[config.mk]
export PLATFORM = sky130hd
export DESIGN_NAME = ifetch
export DESIGN_NICKNAME = d
export VERILOG_FILES = /design/src/rtl/ifetch.sv
export SDC_FILE = /design/constraint.sdc
export NUM_CORES = 1
export LEC_CHECK = 0
export CORE_UTILIZATION = 53
export CTS_BUF_LIST = sky130_fd_sc_hd__clkbuf_4
export CTS_CLUSTER_DIAMETER = 100
export DETAILED_ROUTE_END_ITERATION = 10
export PLACE_DENSITY_LB_ADDON = 0.3
export SLEW_MARGIN = 20
export SYNTH_ARGS = -nofsm -noshare
export SYNTH_HDL_FRONTEND = slang
export SYNTH_SLANG_ARGS = --single-unit
export TNS_END_PERCENT = 50
[constraint.sdc]
create_clock -name clk -period 3.17 [get_ports clk]
set_input_delay 0.317 -clock clk [delete_from_list [all_inputs] [get_ports clk]]
set_output_delay 0.317 -clock clk [all_outputs]
set_load 0.005 [all_outputs]
[src/rtl/ifetch.sv]
// Instruction fetch unit: one outstanding imem read, single instruction register
// toward decode, and redirect handling that drops a stale in-flight response.
module ifetch #(
    parameter logic [31:0] RESET_PC = 32'h0000_0000
) (
    input  logic        clk,
    input  logic        reset,
    output logic        imem_req,
    output logic [31:0] imem_addr,
    input  logic        imem_ack,
    input  logic [31:0] imem_rdata,
    output logic        ir_valid,
    input  logic        ir_ready,
    output logic [31:0] ir,
    output logic [3:0]  opcode,
    output logic [3:0]  opfunc,
    output logic [31:0] ir_pc4,
    input  logic        redirect,
    input  logic [31:0] redirect_pc
);

    typedef enum logic [1:0] {
        S_FETCH   = 2'd0,
        S_FULL    = 2'd1,
        S_DISCARD = 2'd2
    } state_t;

    state_t      state_q, state_d;
    logic [31:0] fetch_pc_q, fetch_pc_d;
    logic [31:0] stale_pc_q, stale_pc_d;
    logic [31:0] ir_q, ir_d;
    logic [31:0] ir_pc4_q, ir_pc4_d;
    logic        ir_valid_q, ir_valid_d;

    logic [31:0] target_s;
    logic [31:0] pc_inc_s;

    assign target_s = {redirect_pc[31:2], 2'b00};
    assign pc_inc_s = fetch_pc_q + 32'd4;

    // Next-state, fetch address and instruction register update; redirect wins.
    always_comb begin
        state_d    = state_q;
        fetch_pc_d = fetch_pc_q;
        stale_pc_d = stale_pc_q;
        ir_d       = ir_q;
        ir_pc4_d   = ir_pc4_q;
        ir_valid_d = ir_valid_q;
        case (state_q)
            S_FETCH: begin
                if (redirect) begin
                    fetch_pc_d = target_s;
                    ir_valid_d = 1'b0;
                    if (imem_ack) begin
                        state_d = S_FETCH;
                    end else begin
                        // Remember the address still on the bus until it completes.
                        stale_pc_d = fetch_pc_q;
                        state_d    = S_DISCARD;
                    end
                end else if (imem_ack) begin
                    ir_d       = imem_rdata;
                    ir_pc4_d   = pc_inc_s;
                    ir_valid_d = 1'b1;
                    fetch_pc_d = pc_inc_s;
                    state_d    = S_FULL;
                end else begin
                    state_d = S_FETCH;
                end
            end
            S_FULL: begin
                if (redirect) begin
                    fetch_pc_d = target_s;
                    ir_valid_d = 1'b0;
                    state_d    = S_FETCH;
                end else if (ir_ready) begin
                    ir_valid_d = 1'b0;
                    state_d    = S_FETCH;
                end else begin
                    state_d = S_FULL;
                end
            end
            S_DISCARD: begin
                ir_valid_d = 1'b0;
                if (redirect) begin
                    fetch_pc_d = target_s;
                end else begin
                    fetch_pc_d = fetch_pc_q;
                end
                if (imem_ack) begin
                    state_d = S_FETCH;
                end else begin
                    state_d = S_DISCARD;
                end
            end
            default: begin
                ir_valid_d = 1'b0;
                state_d    = S_FETCH;
            end
        endcase
    end

    // State and datapath registers with synchronous reset.
    always_ff @(posedge clk) begin
        if (reset) begin
            state_q    <= S_FETCH;
            fetch_pc_q <= {RESET_PC[31:2], 2'b00};
            stale_pc_q <= 32'd0;
            ir_q       <= 32'd0;
            ir_pc4_q   <= 32'd0;
            ir_valid_q <= 1'b0;
        end else begin
            state_q    <= state_d;
            fetch_pc_q <= fetch_pc_d;
            stale_pc_q <= stale_pc_d;
            ir_q       <= ir_d;
            ir_pc4_q   <= ir_pc4_d;
            ir_valid_q <= ir_valid_d;
        end
    end

    // Reset gates the request so nothing is issued while reset is held.
    assign imem_req  = !reset && (state_q != S_FULL);
    assign imem_addr = (state_q == S_DISCARD) ? stale_pc_q : fetch_pc_q;
    assign ir_valid  = ir_valid_q;
    assign ir        = ir_q;
    assign ir_pc4    = ir_pc4_q;
    assign opcode    = ir_q[31:28];
    assign opfunc    = ir_q[27:24];

endmodule

### Word-level counts from Yosys, hierarchy flattened

Cells that the tools add are included.

| storage, ports and cells | value |
|---|---|
| register bits | 131 |
| bits in latches | 0 |
| memory bits (writable) | 0 |
| bits in read-only memories | 0 |
| input port bits | 69 |
| output and inout bits | 106 |
| memories | 0 |

| operators by class | value |
|---|---|
| $add $sub $neg | 1 |
| multiply operators | 0 |
| divide/modulo/power cells | 0 |
| order comparisons | 0 |
| equal/unequal tests | 6 |
| shift-type cells | 0 |
| multiplexer cells | 16 |
| bitwise logic cells | 2 |
| reduce and logical (&&, ||, !) cells | 9 |

Operators with widths:

| cell | number |
|---|---|
| 32-bit 2-to-1 mux | 4 |
| 32-bit one-hot mux with 2 select lines | 1 |
| 32-bit by 3-bit adder with 32-bit output, second input constant | 1 |
| 3-bit AND reduction | 3 |
| 1-bit 2-to-1 mux | 7 |
| 3-bit inequality test, second input constant | 2 |
| 2-bit one-hot mux with 3 select lines | 1 |
| 2-bit 2-to-1 mux | 2 |
| 2-bit by 1-bit inequality test with 1-bit output, second input constant | 2 |
| 2-bit by 1-bit equality test with 1-bit output, second input constant | 1 |
| 2-bit equality test, second input constant | 1 |
| 2-bit zero test | 1 |
| 1-bit inverter | 2 |
| 1-bit one-hot mux with 2 select lines | 1 |
| 2-bit AND reduction | 1 |
| 2-bit nonzero test | 1 |
| 2-bit OR reduction | 1 |
| 1-bit logical AND | 1 |
| 1-bit zero test | 1 |

### Depth between registers and ports, before layout

Gate-level depths: netlist of run 1.

| depth | value |
|---|---|
| depth in word-level cells | 4 |
| depth in mapped cells | 9 |
| gate-level depth less buffers | 7 |

### Least setup slack after synthesis of run 1

OpenSTA, ideal clock, no wires.

| timing | value |
|---|---|
| path kind | register -> register |
| start point | register fetch_pc_q[2] |
| end point | register fetch_pc_q[22] |
| setup time | 0.103 ns |
| data arrival time | 1.766 ns |
| required time | 3.067 ns |
| path slack | 1.300 ns |
| cell stages (with the launch flop) | 7 |
| buffers on the path | 0 |
| clock period less this slack | 1.870 ns |
| cells stage by stage | dfxtp_1 -> ha_1 -> and4_1 -> nand3_4 -> nor4_4 -> mux2i_1 -> a2111oi_2 |

| between the ends | value |
|---|---|
| longest elaborated chain between the ends | 4 |

Ends and longest elaborated chain:

| item | RTL line | RTL |
|---|---|---|
| start, declared | 29 | `logic [31:0] fetch_pc_q, fetch_pc_d;` |
| start signal, assigned | 107 | `fetch_pc_q <= {RESET_PC[31:2], 2'b00};` |
| start signal, assigned | 114 | `fetch_pc_q <= fetch_pc_d;` |
| 32-bit by 3-bit adder with 32-bit output | 39 | `assign pc_inc_s = fetch_pc_q + 32'd4;` |
| 32-bit 2-to-1 mux | 61 | `end else if (imem_ack) begin` |
| 32-bit 2-to-1 mux | 51 | `if (redirect) begin` |
| 32-bit one-hot mux with 2 select lines | 49 | `case (state_q)` |

Every way passes these cells. The select of a mux whose other input is x is not followed.
A chain may end at the register's enable or synchronous reset.

### Worst setup path after layout of run 1

| timing | value |
|---|---|
| start point | register state_q[0] |
| end point | output port imem_addr[2] |

| between the ends | value |
|---|---|
| longest elaborated chain between the ends | 2 |

Ends and longest elaborated chain:

| item | RTL line | RTL |
|---|---|---|
| start, declared | 28 | `state_t state_q, state_d;` |
| start signal, assigned | 113 | `state_q <= state_d;` |
| 2-bit equality test | 124 | `assign imem_addr = (state_q == S_DISCARD) ? stale_pc_q : fetch_pc_q;` |
| 32-bit 2-to-1 mux | 124 |  |
| end, declared | 9 | `output logic [31:0] imem_addr,` |

Every way passes these cells.

==> flow_metrics.env, run 1 <==
export IMPL_antenna_left=0
export IMPL_reg2reg_depth=7
export IMPL_hold_viol=0
export IMPL_synthTopCellsByArea="dfxtp_1 (42%), nand2_1 (10%), a21oi_1 (9.1%), mux2_2 (4.7%), o21ai_0 (3.5%)"
export IMPL_synth_mux_area_share_pct=4.910
export IMPL_final_nets=954
export IMPL_max_slew_margin_pct=26.20
export IMPL_diodes=0
export IMPL_design_area_mm2=0.007821
export IMPL_status="completed"
export IMPL_ir_worst_vdd_mv=0.2732
export IMPL_wl_mm=17.58
export IMPL_synthCells=748
export IMPL_synth_async_reset_ratio_pct=0
export IMPL_synth_seq_cells=125
export IMPL_dp_cells=1001
export IMPL_clock_sinks=125
export IMPL_dieHeight_um=107.8
export IMPL_placed_cell_area_mm2=0.007595
export IMPL_path_class="flip-flop to output pin"
export IMPL_cts_resized=0
export IMPL_skew_ns=0.01281
export IMPL_drive_gt1_share_pct=10.21
export IMPL_crit_required_ns=2.85
export IMPL_cts_hold_buffers=0
export IMPL_grtUsageTotal_pct=31.04
export IMPL_place_congestion=0.8735
export IMPL_max_cap_violations=0
export IMPL_crit_start="state_q[0]$_SDFF_PP0_"
export IMPL_yosysTopAreaCell="dfxtp_1"
export IMPL_synth_distinct_cells=53
export IMPL_routed_via_density=5.827
export IMPL_via_count=6008
export IMPL_hold_slack_ns=0.2610
export IMPL_io_buffers=168
export IMPL_clock_latency_ns=0.52
export IMPL_wl_per_cell_um=17.05
export IMPL_dp_hpwl_mm=12.43
export IMPL_dieArea_mm2=0.01163
export IMPL_endpoint="imem_addr[2]"
export IMPL_final_util_pct=71.83
export IMPL_leakage_nw=2.753
export IMPL_netlist_area_mm2=0.005937
export IMPL_yosysWarnings=0
export IMPL_core_area_mm2=0.01089
export IMPL_end_kind="output pin"
export IMPL_total_power_mw=3.468
export IMPL_path_clk_slew_ns=0.11
export IMPL_arrival_ns=2.53
export IMPL_grt_setup_unrepaired="no"
export IMPL_synth_edf_count=0
export IMPL_synth_ff_type="dfxtp_1"
export IMPL_synth_compound_area_share_pct=19.89
export IMPL_yosysTopAreaCellShare_pct=42.15
export IMPL_fin_cells=1031
export IMPL_first_global_vias=5943
export IMPL_clock_path_buffers=2
export IMPL_drc=0
export IMPL_start_util_pct=54.53
export IMPL_synth_xor_area_share_pct=4.131
export IMPL_avgSynthCellArea_um2=7.937
export IMPL_area_growth_pct=31.74
export IMPL_cts_max_level=4
export IMPL_antenna_found_initial=0
export IMPL_die_w_um=107.8
export IMPL_multi_input_area_mm2=0.003045
export IMPL_grt_pass1_wl_mm=28.03
export IMPL_hold_path_class="input pin to flip-flop"
export IMPL_grt_max_degree=59
export IMPL_r2r_end="fetch_pc_q[20]$_SDFFE_PP0P_"
export IMPL_seqCellArea_mm2=0.002502
export IMPL_grt_ovfl_total=0
export IMPL_r2r_setup_slack_ns=0.54
export IMPL_pwr_density_cell_mw_per_mm2=443.3
export IMPL_fillCellCount=874
export IMPL_yosys_area_share_adder_pct=1.054
export IMPL_fmax_mhz=351.2
export IMPL_min_period_ns=2.848
export IMPL_synth_top_family_by_area="simple AND/OR/NAND/NOR gates"
export IMPL_yosys_area_share_simple_pct=20.99
export IMPL_drv_slew=0
export IMPL_finalSetupTns_ns=0
export IMPL_pre_cts_ws_ns=0.4435
export IMPL_drt_iter0_drc=511
export IMPL_worst_slack_ns=0.3223
export IMPL_cp_start_kind="flip-flop"
export IMPL_setup_viol=0
export IMPL_period_share_pct=89.83
export IMPL_pin_count=175
export IMPL_cts_tree="yes"
export IMPL_post_cts_setup_buffers=0
export IMPL_rows=38
export IMPL_cts_buffers=17
export IMPL_tightest_slew_ns=1.100
export IMPL_drtPass1Iterations=5
export IMPL_yosysSeqAreaShare_pct=42.15
export IMPL_cp_max_fo=18
export IMPL_reg2reg_from="state_q[0]$_SDFF_PP0_"
export IMPL_cts_root_buffer="clkbuf_4"
[synth_stat cells (all sizes together) (2+ instances only)]
master,count
xor2,12
a311oi,4
a31o,2
o221a,6
and2,2
a31oi,2
a211oi,17
o21a,3
nand3,13
dfxtp,125
a21oi,108
nand2,162
clkbuf,43
o21ai,42
o32ai,5
xnor2,16
inv,12
nor4,8
a221oi,3
or3,3
nor2,48
and4,5
and3,9
or2,2
nor3,10
buf,33
nand4,10
mux2,25
ha,5
[worst min path at each step]
stage / from / end / slack, ns / cells past startpoint
floorplan: imem_ack / state_q[1]$_SDFF_PP0_ / 0.40 / 1
global placement: stale_pc_q[15]$_SDFFE_PP0P_ / stale_pc_q[15]$_SDFFE_PP0P_ / 0.44 / 2
detailed placement: ir[16]$_SDFFE_PP0P_ / ir[16]$_SDFFE_PP0P_ / 0.45 / 2
CTS: reset / stale_pc_q[11]$_SDFFE_PP0P_ / 0.23 / 2
global route: reset / stale_pc_q[23]$_SDFFE_PP0P_ / 0.24 / 2
finish: reset / stale_pc_q[14]$_SDFFE_PP0P_ / 0.26 / 2
[power by group]
group          internal (mW)  total (mW)  switching (mW)
Combinational          0.389       0.715           0.326
Sequential              1.67        1.79           0.120
Clock                  0.393       0.962           0.569
Total                   2.45        3.47            1.01
[kinds of logic (layout without fill, tap and decap cells)]
group,after synthesis,count (layout)
AND/OR/NAND/NOR,275,275
AO/OA/AOI/OAI,200,200
flip-flops,125,125
buffers and inverters,88,228
XOR/XNOR,28,28
multiplexers,26,26
adder cells (fa/ha/maj),5,5
other,1,4
[worst max-delay path: stages (launching register included)]
cell	delay, ns
dfxtp_1	0.35
inv_1	0.08
ha_1	0.40
buf_4	0.34
mux2_2	0.38
clkdlybuf4s50_1	0.47
[area by class of cell]
type / instances / share of cell area, %
clock inverters: 10 / 0.9758
clock buffers: 20 / 1.920
repair buffers: 186 / 23.36
flip-flops and latches: 125 / 31.99
inverters: 12 / 0.5759
multi-input cells: 538 / 38.94
well taps: 140 / 2.240
[per-layer routing]
metal  vias to the layer above  GRT usage, %  routed length [um]  part of all wire (%)
li1                       2835             -                   -                     -
met1                      2832         37.27                7072                    40
met2                       297         51.92                8652                    49
met3                        44         7.930                1451                   8.3
met4                         0         13.99                 402                   2.3
met5                         -             0                   0                     0
[sequential cells by signal, indices dropped and copies added, names as in the netlist]
register    cells
stale_pc_q     30
state_q         2
ir_pc4         30
ir             32
fetch_pc_q     30
ir_valid        1
[cells in the final DEF (no fill, tap or decap), types with 5 or more instances in the layout]
cell type	netlist	layout
a211oi_1	17	17
a21oi_1	108	108
and3_1	9	8
buf_4	15	18
clkbuf_4	0	20
clkdlybuf4s50_1	0	167
dfxtp_1	125	125
ha_1	5	5
inv_1	12	12
mux2_2	25	25
nand2_1	161	161
nand3_1	11	11
nand4_1	8	8
nor2_1	48	47
nor3_1	10	10
nor4_1	6	6
o21ai_0	42	42
o221a_2	6	6
o32ai_1	5	5
xnor2_1	16	16
xor2_1	12	12
(Power assumes the default switching activity.)
==> inputs of run 2 (changes only) <==
PLACE_DENSITY = 0.93   (was default)
PLACE_DENSITY_LB_ADDON = default   (was 0.3)
==> run 2 against run 1 <==
  * Clock power up 31%
  * Via count fell by 0.60%
  * Utilization increased by 0.86 points
  * Largest cell class unchanged
  * Die area unchanged
  * Highest routed layer unchanged
  * Setup slack improved by 0.28 ns
  * Clock-buffer cell count decreased by 3
  * Flip-flop and latch count is the same
  * Largest power group unchanged
  * Wire length decreased by 4.1%
==> flow_metrics.env, run 2 (synthesized netlist as in run 1, its figures left out) <==
export IMPL_status="completed"
export IMPL_arrival_ns=2.26
export IMPL_tightest_slew_ns=0.7464
export IMPL_drv_slew=0
export IMPL_cp_start_kind="flip-flop"
export IMPL_dp_cells=998
export IMPL_reg2reg_depth=6
export IMPL_hold_depth=2
export IMPL_grt_ovfl_total=0
export IMPL_die_w_um=107.8
export IMPL_wl_mm=16.86
export IMPL_cts_root_buffer="clkbuf_4"
export IMPL_cts_max_level=4
export IMPL_post_cts_setup_buffers=0
export IMPL_clock_sinks=125
export IMPL_routed_via_density=5.798
export IMPL_fmax_mhz=388.7
export IMPL_first_global_vias=5640
export IMPL_cts_tree="yes"
export IMPL_grtUsageTotal_pct=29.62
export IMPL_diodes=0
export IMPL_place_congestion=0.8949
export IMPL_core_area_mm2=0.01089
export IMPL_drt_iter0_drc=571
export IMPL_cts_hold_buffers=0
export IMPL_dieHeight_um=107.8
export IMPL_antenna_left=0
export IMPL_skew_ns=0.02715
export IMPL_path_clk_slew_ns=0.12
export IMPL_r2r_end="fetch_pc_q[28]$_SDFFE_PP0P_"
export IMPL_path_class="flip-flop to output pin"
export IMPL_pwr_density_cell_mw_per_mm2=474.9
export IMPL_via_count=5972
export IMPL_start_util_pct=54.53
export IMPL_largest_reg_flops=32
export IMPL_hold_end="stale_pc_q[26]$_SDFFE_PP0P_"
export IMPL_grt_max_degree=65
export IMPL_hold_path_class="input pin to flip-flop"
export IMPL_max_slew_margin_pct=50.24
export IMPL_dieArea_mm2=0.01163
export IMPL_dp_hpwl_mm=11.41
export IMPL_period_share_pct=81.15
export IMPL_cts_resized=0
export IMPL_area_growth_pct=33.32
export IMPL_setup_viol=0
export IMPL_cp_max_fo=18
export IMPL_pin_count=175
export IMPL_hold_start="reset"
export IMPL_antenna_found_initial=0
export IMPL_r2r_setup_slack_ns=0.89
export IMPL_finalSetupTns_ns=0
export IMPL_wl_per_cell_um=16.37
export IMPL_cp_cell_sequence="inv_1 > ha_1 > buf_4 > o21ai_0 > clkdlybuf4s50_1"
export IMPL_mostFrequentLayoutCell="clkdlybuf4s50_1"
export IMPL_clock_path_buffers=2
export IMPL_leakage_nw=2.776
export IMPL_reg2reg_from="fetch_pc_q[2]$_SDFFE_PP0P_"
export IMPL_ir_worst_vdd_mv=0.3033
export IMPL_hold_viol=0
export IMPL_drtPass1Iterations=6
export IMPL_io_buffers=168
export IMPL_cpPeakStageDelay_ns=0.56
export IMPL_max_cap_violations=0
export IMPL_grt_setup_unrepaired="no"
export IMPL_final_cell_mix="clkdlybuf4s50_1 (167), nand2_1 (161), dfxtp_1 (125)"
export IMPL_crit_start="state_q[0]$_SDFF_PP0_"
export IMPL_clock_latency_ns=0.54
export IMPL_total_power_mw=3.759
export IMPL_rows=38
export IMPL_drc=0
export IMPL_drive_gt1_share_pct=10.22
export IMPL_min_period_ns=2.572
export IMPL_path_buf_inv=3
export IMPL_crit_required_ns=2.85
export IMPL_fin_cells=1030
export IMPL_crit_family="buffers and inverters"
export IMPL_cts_buffers=17
export IMPL_final_nets=951
export IMPL_grt_pass1_wl_mm=26.82
export IMPL_cp_slowest_cell="clkdlybuf4s50_1"
export IMPL_end_kind="output pin"
run 2: worst reg2reg max path, stage by stage, from the launching register on:
cell and delay, ns:
dfxtp_1 0.48, ha_1 0.32, and4_1 0.33, nand3_4 0.15
o41ai_1 0.42, a21oi_1 0.13, a311oi_1 0.34
run 2: where the power goes:
group	total, mW	internal, mW	switching (mW)
logic	0.717	0.389	0.328
clock network	1.26	0.623	0.632
registers	1.79	1.67	0.116
run 2: worst max path at each step:
| stage | end | slack, ns | cells after the start |
|---|---|---|---|
| 2_1_floorplan | fetch_pc_q[22]$_SDFFE_PP0P_ | 1.30 | 6 |
| 6_report | imem_addr[21] | 0.60 | 5 |
| 3_3_place_gp | fetch_pc_q[15]$_SDFFE_PP0P_ | 0.47 | 6 |
| 3_5_place_dp | fetch_pc_q[19]$_SDFFE_PP0P_ | 0.76 | 7 |
| 4_1_cts | imem_addr[21] | 0.59 | 5 |
| 5_1_grt | imem_addr[21] | 0.47 | 5 |
run 2: metrics by stage:
| step | cell area [um2] | hold WS (ns) | setup WS, ns | utilization (%) |
|---|---|---|---|---|
| detailed placement | 7594 | 0.4428 | 0.7598 | 69.74 |
| CTS | 7915 | 0.1989 | 0.5910 | 72.70 |
| global route | 7915 | 0.2129 | 0.4674 | 72.70 |
| floorplan | 5948 | 0.3957 | 1.300 | - |
| global placement | 7585 | 0.4374 | 0.4698 | 69.66 |
| finish | 7915 | 0.2195 | 0.5976 | 72.70 |
run 2: cell type report:
type	instances	area, um2
Inverter	12	45.04
Sequential cell	125	2502
Fill cell	813	2973
Tap cell	140	175.2
Timing Repair Buffer	183	1817
Multi-Input combinational cell	538	3054
Clock inverter	15	193.9
Clock buffer	17	127.6
run 2: metal layers:
metal  track usage (%)  routed length [um]  up-vias
met2             47.71                7812      356
met3             7.930                1746       62
met5                 0                   0        -
li1                  -                   -     2821
met1             36.95                6809     2733
met4             13.21                 489        0
